## config.mk

```make
export PLATFORM = sky130hd
export DESIGN_NAME = hazard_unit_p
export DESIGN_NICKNAME = d
export VERILOG_FILES = /design/src/rtl/hazard_unit_p.sv
export SDC_FILE = /design/constraint.sdc
export NUM_CORES = 1
export LEC_CHECK = 0
export BUFFER_PORTS_ARGS = -buffer_cell sky130_fd_sc_hd__buf_2
export CORE_UTILIZATION = 40
export CTS_CLUSTER_SIZE = 8
export DETAILED_ROUTE_END_ITERATION = 16
export GPL_TIMING_DRIVEN = 0
export SYNTH_ARGS = -nofsm -noshare
export SYNTH_HDL_FRONTEND = slang
export SYNTH_SLANG_ARGS = --single-unit
```

## constraint.sdc

```tcl
create_clock -name clk -period 2.77 [get_ports clk]
set_input_delay 0.554 -clock clk [delete_from_list [all_inputs] [get_ports clk]]
set_output_delay 0.554 -clock clk [all_outputs]
set_load 0.005 [all_outputs]
```

## src/rtl/hazard_unit_p.sv

```systemverilog
// hazard_unit_p: D-stage stall/bubble control and operand forwarding selects for a 5-stage MIPS pipeline.
// Tracks shadow {a3, tnew} for E/M/W and ages tnew every cycle.
// Optional feature macro HAZARD_MD_EN adds a multiply/divide busy tracker that stalls HI/LO-class instructions.
// Ports: clk, reset (sync, active-high); rs_D/rt_D, tuse_*, use_* describe D-stage sources;
// a3_D/tnew_D describe the D-stage destination; md_start_D/md_div_D/md_use_D describe MD-class instructions;
// en_pc/en_d/clr_e are the stall controls; fwd_rs_D/fwd_rt_D select 0 GRF, 1 E, 2 M, 3 W; md_busy flags the MD unit.
module hazard_unit_p #(
  parameter int TW = 2,
  parameter int RW = 5,
  parameter int MULT_CYC = 5,
  parameter int DIV_CYC = 10,
  parameter int CW = 4
) (
  input  logic          clk,
  input  logic          reset,
  input  logic [RW-1:0] rs_D,
  input  logic [RW-1:0] rt_D,
  input  logic [TW-1:0] tuse_rs_D,
  input  logic [TW-1:0] tuse_rt_D,
  input  logic          use_rs_D,
  input  logic          use_rt_D,
  input  logic [RW-1:0] a3_D,
  input  logic [TW-1:0] tnew_D,
  input  logic          md_start_D,
  input  logic          md_div_D,
  input  logic          md_use_D,
  output logic          en_pc,
  output logic          en_d,
  output logic          clr_e,
  output logic [1:0]    fwd_rs_D,
  output logic [1:0]    fwd_rt_D,
  output logic          md_busy
);
  logic [RW-1:0] a3_e, a3_m, a3_w;
  logic [TW-1:0] tnew_e, tnew_m, tnew_w;
  logic hz_rs, hz_rt, md_stall, stall;
  // The nearest stage holding the register decides; a match in E hides any older M copy.
  assign hz_rs = use_rs_D && rs_D != '0 &&
                 (rs_D == a3_e ? tnew_e > tuse_rs_D : rs_D == a3_m && tnew_m > tuse_rs_D);
  assign hz_rt = use_rt_D && rt_D != '0 &&
                 (rt_D == a3_e ? tnew_e > tuse_rt_D : rt_D == a3_m && tnew_m > tuse_rt_D);
  assign fwd_rs_D = rs_D == '0 ? 2'd0 :
                    (rs_D == a3_e && tnew_e == '0) ? 2'd1 :
                    (rs_D == a3_m && tnew_m == '0) ? 2'd2 :
                    (rs_D == a3_w && tnew_w == '0) ? 2'd3 : 2'd0;
  assign fwd_rt_D = rt_D == '0 ? 2'd0 :
                    (rt_D == a3_e && tnew_e == '0) ? 2'd1 :
                    (rt_D == a3_m && tnew_m == '0) ? 2'd2 :
                    (rt_D == a3_w && tnew_w == '0) ? 2'd3 : 2'd0;
  assign stall = hz_rs || hz_rt || md_stall;
  assign en_pc = !stall;
  assign en_d  = !stall;
  assign clr_e = stall;
  always_ff @(posedge clk) begin
    if (reset) begin
      a3_e   <= '0;
      tnew_e <= '0;
      a3_m   <= '0;
      tnew_m <= '0;
      a3_w   <= '0;
      tnew_w <= '0;
    end else begin
      a3_e   <= stall ? '0 : a3_D;
      tnew_e <= stall ? '0 : tnew_D;
      a3_m   <= a3_e;
      tnew_m <= tnew_e == '0 ? '0 : tnew_e - TW'(1);
      a3_w   <= a3_m;
      tnew_w <= tnew_m == '0 ? '0 : tnew_m - TW'(1);
    end
  end
`ifdef HAZARD_MD_EN
  logic md_start_e, md_div_e;
  logic [CW-1:0] cnt;
  // A start sitting in E already counts as busy, before the counter is loaded.
  assign md_busy  = md_start_e || cnt != '0;
  assign md_stall = md_use_D && md_busy;
  always_ff @(posedge clk) begin
    if (reset) begin
      md_start_e <= 1'b0;
      md_div_e   <= 1'b0;
      cnt        <= '0;
    end else begin
      md_start_e <= stall ? 1'b0 : md_start_D;
      md_div_e   <= stall ? 1'b0 : md_div_D;
      cnt        <= md_start_e ? (md_div_e ? CW'(DIV_CYC) : CW'(MULT_CYC)) :
                    cnt != '0 ? cnt - CW'(1) : cnt;
    end
  end
`else
  logic unused_md;
  assign unused_md = ^{md_start_D, md_div_D, md_use_D, CW'(MULT_CYC), CW'(DIV_CYC)};
  assign md_busy  = 1'b0;
  assign md_stall = 1'b0;
`endif
endmodule

```

# Yosys cells after proc, flatten, opt, wreduce, memory -nomap -nowiden

Cells that the tools add are included.

Word-level logic and storage cells: 52
Output and inout bits: 8
Input port bits: 28
Bits in registers: 21

Reductions and logical operators: 24
Add/sub/neg operators: 2
Equality and inequality tests: 6
Muxes and demuxes: 10
Magnitude comparators: 4

Operators by type and width:

| operator            | number |
|---|---|
| $eq 5x5->1          | 6 |
| $mux 2              | 8 |
| $logic_and 1x1->1   | 12 |
| $logic_not 5->1     | 2 |
| $reduce_bool 5->1   | 2 |
| $gt 2x2->1          | 4 |
| $logic_not 2->1     | 3 |
| $reduce_or 2->1     | 3 |
| $sub 2x1->2 const B | 2 |
| $mux 1              | 2 |
| $logic_not 1->1     | 1 |
| $logic_or 1x1->1    | 1 |

# Depth between registers and ports, before layout

Gate-level depths: netlist of run 1.

Depth in word-level cells: 6
Depth in mapped cells: 7
Depth with buffers taken out: 7

# Worst setup path before layout of run 1

Ideal clock, no wire load.

Path kind: input -> output
From: input port tuse_rt_D[1]
To: output port en_pc
Data required time: 2.216 ns
Setup slack: 0.373 ns
Data arrival time: 1.843 ns
Stages on the path: 7
Path buffers: 1
Cells stage by stage: inv_1 ha_1 nor2b_1 o2111a_1 a22o_1 a22oi_4 buf_4

Cells in the longest elaborated chain, start to end: 6
Elaborated cells on any way between the ends: 7
Those cells by class: order compare: 2; mux: 1; reduce/logical: 4

Ends and longest elaborated chain:

| item                | RTL line | text |
|---|---|---|
| from (decl)         | 19       | `input logic [TW-1:0] tuse_rt_D,` |
| $gt 2x2->1          | 41       | `(rt_D == a3_e ? tnew_e > tuse_rt_D : rt_D == a3_m && tnew_m > tuse_rt_D);` |
| $logic_and 1x1->1   | 41       |  |
| $mux 1 *            | 41       |  |
| $logic_and 1x1->1 * | 40       | `assign hz_rt = use_rt_D && rt_D != '0 &&` |
| $logic_or 1x1->1 *  | 50       | `assign stall = hz_rs \|\| hz_rt \|\| md_stall;` |
| $logic_not 1->1 *   | n/a      |  |
| to (decl)           | 27       | `output logic en_pc,` |

Mark *: on every way between the ends. The rest lies on a longest branch, timed or not.

# Worst setup path after layout of run 1

From: input port tuse_rt_D[1]
To: output port en_pc

Cells in the longest elaborated chain, start to end: 6
Elaborated cells on any way between the ends: 7
Those cells by class: order compare: 2; mux: 1; reduce/logical: 4

Ends and longest elaborated chain:

| item                | RTL line | text |
|---|---|---|
| $gt 2x2->1          | 41       |  |
| $logic_and 1x1->1   | 41       |  |
| $mux 1 *            | 41       |  |
| $logic_and 1x1->1 * | 40       |  |
| $logic_or 1x1->1 *  | 50       |  |
| $logic_not 1->1 *   | 51       | `assign en_pc = !stall;` |

Marks and branches as above.

==> results list, run 1 <==
- For this run, the slowest stage of the critical path takes 0.30 ns.
- Post-synth top area share: 32.2%
- The flow ran to the end, and the final reports show no timing, DRC or antenna violations.
- The max-slew violation count is 0.
- 0 antenna diodes ended up in the layout.
* Insertion delay of the later-clocked pin in the worst-skew pair: 0.32 ns
* Fraction of synthesis flops using an asynchronous set or reset pin: 0%
- Dividing the final minimum period by the clock period gives 94.9%.
* Sw Share: 30.4%
- Vias in the first global route: 1118
* Portion of total power attributed to sequential cells: 51.5%
* Gate count of the mapped netlist: 142
* Pin count of the biggest net entering global routing: 14
- Worst Max-Slew Pin Slew: 0.525 ns
- In this run the clock root is driven by a sky130_fd_sc_hd__clkbuf_4.
- The die covers 3490 µm².
* Proportion of synthesized chip area in sequential cells: 32.2%
- The endpoint identified for the worst register-to-register timing path is a3_e[3].
- Synthesis instantiated 34 different standard cells from the library.
- Number of remaining DRC errors: 0
- Of the cells placed in the final design, the portion with a size suffix greater than 1 is 23.0%.
- Worst voltage drop across the vdd grid: 200 µV
* Post-cts resize count: 0
- RR Startpoint: tnew_m[1]
- WL/cell: 13.4 µm
* Most frequent cell after synthesis: sky130_fd_sc_hd__dfxtp_1
- By area, the combinational part of the netlist is dominated by simple AND/OR/NAND/NOR gates.
* Final setup fails: 0
- Among all flip-flop cells after synthesis, the most frequent one is sky130_fd_sc_hd__dfxtp_1.
- In this run the cell area of the synthesized design comes to 1300 µm².
* Count of port buffers added during placement: 31
* Core region area: 3080 µm²
- Counting instances, the worst hold path has a depth of 1.
- After the last flow step, the layout net total stands at 217.
* Xor-xnor portion of the synthesized cell area: 20.2%
* Most common cell type on the critical path: sky130_fd_sc_hd__buf_2
- The multi-input combinational cells in the finished layout cover a total of 831 µm².
- Leakage power: 0.734 nW
- Count of non-filler cells in the finished layout: 222
- The detailed router finished its first iteration with 47 violations.
- STA classifies the critical path endpoint as an output port.
* Max Root-Sink Buffers: 2
* Via count normalized by instance count: 5.04
- Part of the total power dissipated in combinational logic: 23.9%
- Final Hold Viols: 0
- Sinks on Clock Net: 21
- Top achievable clock speed: 381 MHz
* Combined global-route utilization of all metal layers: 19.5%
* Net switching power figure: 0.196 mW
* Worst Reg2Reg Path Length in Cells: 7
- TritonCTS clock tree: yes
- Registers take 420 µm².
- Flop2flop setup slack: 0.91 ns
- Of all cell types, the one taking the most synthesized area is sky130_fd_sc_hd__dfxtp_1.
- Crit path launch type: input pin
- Detailed Routing Iterations Pass 1: 4
* Detailed-route via count: 1119
- The tightest min-delay check is of the reg -> reg type.
* Max Cap Violations: 0
- The synthesized netlist devotes 10.1% of its cell area to compound gates.
- Path type of the worst setup path: in -> out
- Fill count: 310
* Clk slew on worst S/H paths: 0.12 ns
- Area overhead of the layout relative to synthesis: 19.0%
- Crit path cell chain: buf_2 -> inv_1 -> ha_1 -> nor2b_1 -> o2111a_1 -> a22o_1 -> a22oi_4 -> buf_4 -> buf_2
- Number of flops mapped to enable cells by yosys: 0
- Synth cell count leaders: sky130_fd_sc_hd__dfxtp_1, sky130_fd_sc_hd__xor2_1, sky130_fd_sc_hd__nor2b_1, sky130_fd_sc_hd__xnor2_1, sky130_fd_sc_hd__ha_1
- Number of antenna violations at the first check in global routing: 0
- Data on the critical path arrives at its endpoint at 2.07 ns.
* Biggest area contributors in the synthesized netlist: sky130_fd_sc_hd__dfxtp_1, sky130_fd_sc_hd__xor2_1, sky130_fd_sc_hd__ha_1
- Overflow left after global routing: 0
- During I/O placement, the number of pins put on the boundary was 36.
- Multiplexer share of the synthesized area: 0%
- Final TNS setup: 0 ns
* Fraction of the mapped netlist area in adder cells: 9.60%
- Setup repair after global routing left no endpoint under its margin.
- Internal power comes to 0.449 mW.
* Vertical die dimension: 59.1 µm
- Post-Synth Simple-Gate Area: 23.6%
* Highest-delay cell along the critical path: sky130_fd_sc_hd__ha_1
- Die W: 59.1 µm
* Synth Net Count: 180
* Power share of the clock group: 24.6%
* Gp weighted congestion: 0.877
* Placed wire-length estimate: 2430 µm
- The startpoint identified for the worst hold timing path is tnew_m[0].
* Worst-case hold path end point: tnew_w[0]
* Maximum fanout along the worst path: 8
- CTS built an H-tree with a depth of 1.
- Starting Density: 42.4%
- Placed insts: 217
- Yosys Warn Count: 0
- For this design the ratio of total power to cell area is 416 nW/µm².
- Rows: 20
* Final wirelength: 2970 µm
- Syn Area/Cell: 9.18 µm²
* Wire length of the first global-routing pass: 4910 µm
- Final worst path period need: 2.63 ns
- At the worst endpoint, the required time is 2.22 ns.
- Slew HR: 65.0%
- The synthesized design contains 21 register bits.
- Post-DRT Antenna Nets: 0
- Max Clock Skew: 0.00267 ns
- CTS buffer count: 3
- On the final layout, the worst hold slack is 0.441 ns.
==> worst max path at each step <==
stage	from	to	slack, ns
3_3_place_gp	tuse_rt_D[1]	en_pc	0.11
3_5_place_dp	tuse_rt_D[1]	en_pc	0.1
5_1_grt	tnew_m[1]	en_pc	0.02
2_1_floorplan	tuse_rt_D[1]	en_pc	0.37
6_report	tuse_rt_D[1]	en_pc	0.14
4_1_cts	tuse_rt_D[1]	en_pc	0.09
==> cell families after synthesis <==
logic type                 Yosys count
and+or+nand+nor                     53
xor gates and xnor gates            30
DFF                                 21
AOI/OAI and AO/OA                   15
buffers and inverters               12
adders and majority gates           10
other                                1
==> cell type report <==
class | instances | area share (%)
Inverter | 8 | 1.94
Buffer | 4 | 1.45
Clock inverter | 1 | 0.484
Tap cell | 44 | 3.55
Clock buffer | 3 | 1.45
Sequential cell | 21 | 27.1
Multi-Input combinational cell | 109 | 53.5
Timing Repair Buffer | 32 | 10.5
==> what timing repair did <==
| item | CTS | global route |
|---|---|---|
| setup endpoints to repair | 0 | 1 |
| hold buffers | 0 | 0 |
| setup buffers | 0 | 1 |
| endpoints found under the hold margin | 0 | 0 |
==> cell usage in the layout, fill, tap and decap left out, drive strengths merged, types with 2 or more instances in the layout <==
cell type | Yosys | routed
nor3 | 6 | 6
inv | 8 | 8
nand3 | 3 | 3
dfxtp | 21 | 21
nor4 | 3 | 3
o21ai | 2 | 2
xnor2 | 14 | 14
nor2 | 6 | 6
nor2b | 15 | 15
ha | 10 | 10
xor2 | 16 | 16
buf | 2 | 34
nand2 | 8 | 8
clkbuf | 2 | 5
and2 | 2 | 2
and3b | 7 | 7
a22oi | 2 | 2
==> state kept, by name, summed over array words and instances, names as in the netlist <==
signal and count:
tnew_m 2, a3_e 5, a3_w 5, a3_m 5, tnew_w 2, tnew_e 2
==> critical path, delay by kind of cell <==
kind                       cells  cell delay, ns
AOI/OAI and AO/OA              3            0.71
adders and majority gates      1            0.30
buffers and inverters          4            0.37
and+or+nand+nor                1            0.14
==> metrics by stage <==
stage               util [%]  setup WS, ns  area [µm²]  total power, mW
finish                  50.4         0.143        1550            0.645
floorplan                  -         0.373        1300            0.434
global placement        49.2         0.113        1510            0.484
CTS                     50.2        0.0859        1540            0.649
detailed placement      49.2        0.0958        1510            0.492
global route            50.4        0.0165        1550            0.686
==> per-layer routing <==
layer | share of wire [%] | GRT usage (%) | vias up
met5 | 0 | 0 | -
met4 | 1.8 | 8.84 | 0
met3 | 5.0 | 2.18 | 5
met2 | 48 | 35.1 | 39
met1 | 46 | 23.1 | 520
li1 | - | - | 555
==> power by group through the flow <==
stage | clock (mW) | combinational (mW) | sequential, mW
6_report | 0.159 | 0.154 | 0.332
5_1_grt | 0.177 | 0.174 | 0.335
4_1_cts | 0.162 | 0.155 | 0.332
3_5_place_dp | 0 | 0.153 | 0.339
3_3_place_gp | 0 | 0.145 | 0.339
2_1_floorplan | 0 | 0.0991 | 0.335
Power figures use the tool's default switching activity.
==> inputs of run 2 (changes only) <==
==> constraint.sdc (replaced) <==
create_clock -name clk -period 2.9 [get_ports clk]
set_input_delay 0.58 -clock clk [delete_from_list [all_inputs] [get_ports clk]]
set_output_delay 0.58 -clock clk [all_outputs]
set_load 0.005 [all_outputs]
==> results list, run 2 (synthesis results as in run 1) <==
- The cell area reported after detailed placement is 1510 µm² (unchanged).
- The accumulated negative setup slack came to 0 ns (unchanged).
- The die width came to 59.1 µm (unchanged).
* Initial detailed-routing violation count: 36 (-23%)
- Final worst path period need: 2.73 ns
- Slew HR: 63.9% (-1.1 points)
- The effective utilization at floorplan was 42.4% (unchanged).
- From synthesis to final layout, the design area changed by 18.4%.
* Detailed-route via count: 1112 (-0.63%)
- TritonCTS clock tree: yes
- Via count normalized by instance count: 5.03 (-0.18%)
- Min-Delay Startpoint: tnew_m[0]
* Slack of the critical path: 0.170 ns (+0.0275 ns)
- WL/cell: 13.4 µm (+0.22%)
- Die Outline Area: 3490 µm² (unchanged)
- Final wirelength: 2960 µm (-0.24%)
- The diode insertion count for antenna repair was 0 (unchanged).
- The register-to-register setup slack came to 1.11 ns (+0.20 ns).
- Sinks on Clock Net: 21 (unchanged)
- The footprint of the multi-input gates came to 831 µm² (unchanged).
- Leaving out fill and tap cells, the most frequent cell in the layout is sky130_fd_sc_hd__buf_2.
* Crit path launch type: input pin
* CP arrival: 2.15 ns (+0.08 ns)
- The sum of net half-perimeters after detailed placement was 2430 µm (unchanged).
- By startpoint and endpoint, the worst setup path is classified as in -> out.
* Vertical die dimension: 59.1 µm (unchanged)
* Power per unit of standard cell area: 399 nW/µm² (-4.2%)
* RR Startpoint: tnew_m[1]
- The clock insertion delay at the later pin of the skew report came to 0.32 ns (about the same).
- Worst Max-Slew Pin Slew: 0.541 ns (+0.0162 ns)
* Vias in the first global route: 1118 (unchanged)
* Fill count: 312 (+0.65%)
- The pin count of the biggest net entering global routing came to 14 (unchanged).
- Max Root-Sink Buffers: 2 (unchanged)
- Overflow left after global routing: 0 (unchanged)
- Rows: 20 (unchanged)
- The number of hold violations in the final report was 0 (unchanged).
* Core region area: 3080 µm² (unchanged)
* Post-DRT Antenna Nets: 0 (unchanged)
* Total power: 0.615 mW (-4.6%)
- Tracing the worst setup path back leads to its startpoint at tuse_rt_D[1].
- The number of post-CTS setup repair buffers came to 0 (unchanged).
- Count of port buffers added during placement: 31 (unchanged)
* Leakage power: 0.734 nW (about the same)
* Outcome: complete, no violations
- The fraction of layout instances using a drive strength above 1 came to 22.6% (-0.43 points).
- Max Clock Skew: 0.00420 ns (+0.00153 ns)
- Post-cts resize count: 0 (unchanged)
* Portion of the clock cycle consumed by the worst path in the final layout: 94.1%
- The largest registers in the layout are a3_e (5), a3_m (5), a3_w (5).
- The wire length of the first global-routing pass came to 4910 µm (unchanged).
- Crit end category: output port
- Post-place setup slack: 0.174 ns (+0.0780 ns)
- The clock edge transition at the registers on the reported setup and hold paths is 0.13 ns (about the same).
- The iteration count of the initial detailed-routing pass was 4 (unchanged).
- The final weighted congestion in routability-driven placement is 0.877 (unchanged).
- RSZ-0062 raised after global routing: false
- The worst vdd rail ir drop was 190 µV (-4.8%).
* CTS buffer count: 3 (unchanged)
- Max Cap Violations: 0 (unchanged)
- Commonest non-fill, non-tap cells in the layout: sky130_fd_sc_hd__buf_2, sky130_fd_sc_hd__dfxtp_1, sky130_fd_sc_hd__xor2_1
- The max-slew violation count is 0 (unchanged).
- The initial antenna violation count is 0 (unchanged).
- Req. time, crit path: 2.32 ns (+0.10 ns)
* Top achievable clock speed: 366 MHz
- Number of remaining DRC errors: 0 (unchanged)
- The tightest min-delay check is of the reg -> reg type.
- Maximum fanout along the worst path: 10 (+2)
- Combined global-route utilization of all metal layers: 19.5% (unchanged)
- Nets: 216 (-0.46%)
* H-Tree Level Count: 1 (unchanged)
- The final number of setup-violating endpoints came to 0 (unchanged).
- Top-Level Pins: 36 (unchanged)
- Clock Tree Root: sky130_fd_sc_hd__clkbuf_4
* Count of hold-fix buffers inserted at cts: 0 (unchanged)
- The post-route cell area was 1540 µm² (-0.48%).
- Total area of sequential cells: 420 µm² (unchanged)
==> run 2: cell count changes in the layout (fill, tap and decap cells not counted), sizes merged <==
cell and change:
buf -1
==> run 2: layout make-up <==
type / instances / area share [%]
clock buffers: 3 / 1.46
well taps: 44 / 3.57
multi-input cells: 109 / 53.8
flip-flops and latches: 21 / 27.2
inverters: 8 / 1.94
plain buffers: 4 / 1.46
clock inverters: 1 / 0.486
repair buffers: 31 / 10.0
==> run 2: worst max-delay path: stages <==
cell,delay (ns)
sky130_fd_sc_hd__buf_2,0.08
sky130_fd_sc_hd__inv_1,0.05
sky130_fd_sc_hd__ha_1,0.30
sky130_fd_sc_hd__nor2b_1,0.14
sky130_fd_sc_hd__o2111a_1,0.22
sky130_fd_sc_hd__a22o_1,0.23
sky130_fd_sc_hd__a22oi_4,0.31
sky130_fd_sc_hd__buf_4,0.16
sky130_fd_sc_hd__buf_2,0.09
==> run 2: power by group <==
part	switching [mW]	leakage (nW)	internal, mW
registers	0.0133	0.173	0.304
clock network	0.0986	0.0139	0.0528
logic	0.0755	0.547	0.0714
==> run 2: worst paths after layout <==
| kind | endpoint | cells after the start |
|---|---|---|
| worst max-delay path | en_pc | 9 |
| worst min-delay path | tnew_w[0] | 1 |
| worst max register to register | tnew_e[0] | 6 |
| worst min register to register | tnew_w[0] | 1 |
==> run 2: stage by stage <==
| step | cells | hold slack (ns) | utilization (%) |
|---|---|---|---|
| 4_1_cts | 221 | 0.436 | 50.2 |
| 2_1_floorplan | 142 | 0.397 | - |
| 3_3_place_gp | 217 | 0.418 | 49.2 |
| 5_1_grt | 221 | 0.468 | 50.2 |
| 3_5_place_dp | 217 | 0.418 | 49.2 |
| 6_report | 221 | 0.441 | 50.2 |
==> run 2: metal layers <==
layer  routed length, µm  global-route usage [%]  part of all wire [%]  up-vias
met5                   0                       0                     0        -
met4                  53                    8.84                   1.8        0
met3                 137                    2.18                   4.6        5
met2                1410                    35.1                    48       35
met1                1360                    23.1                    46      518
li1                    -                       -                     -      554
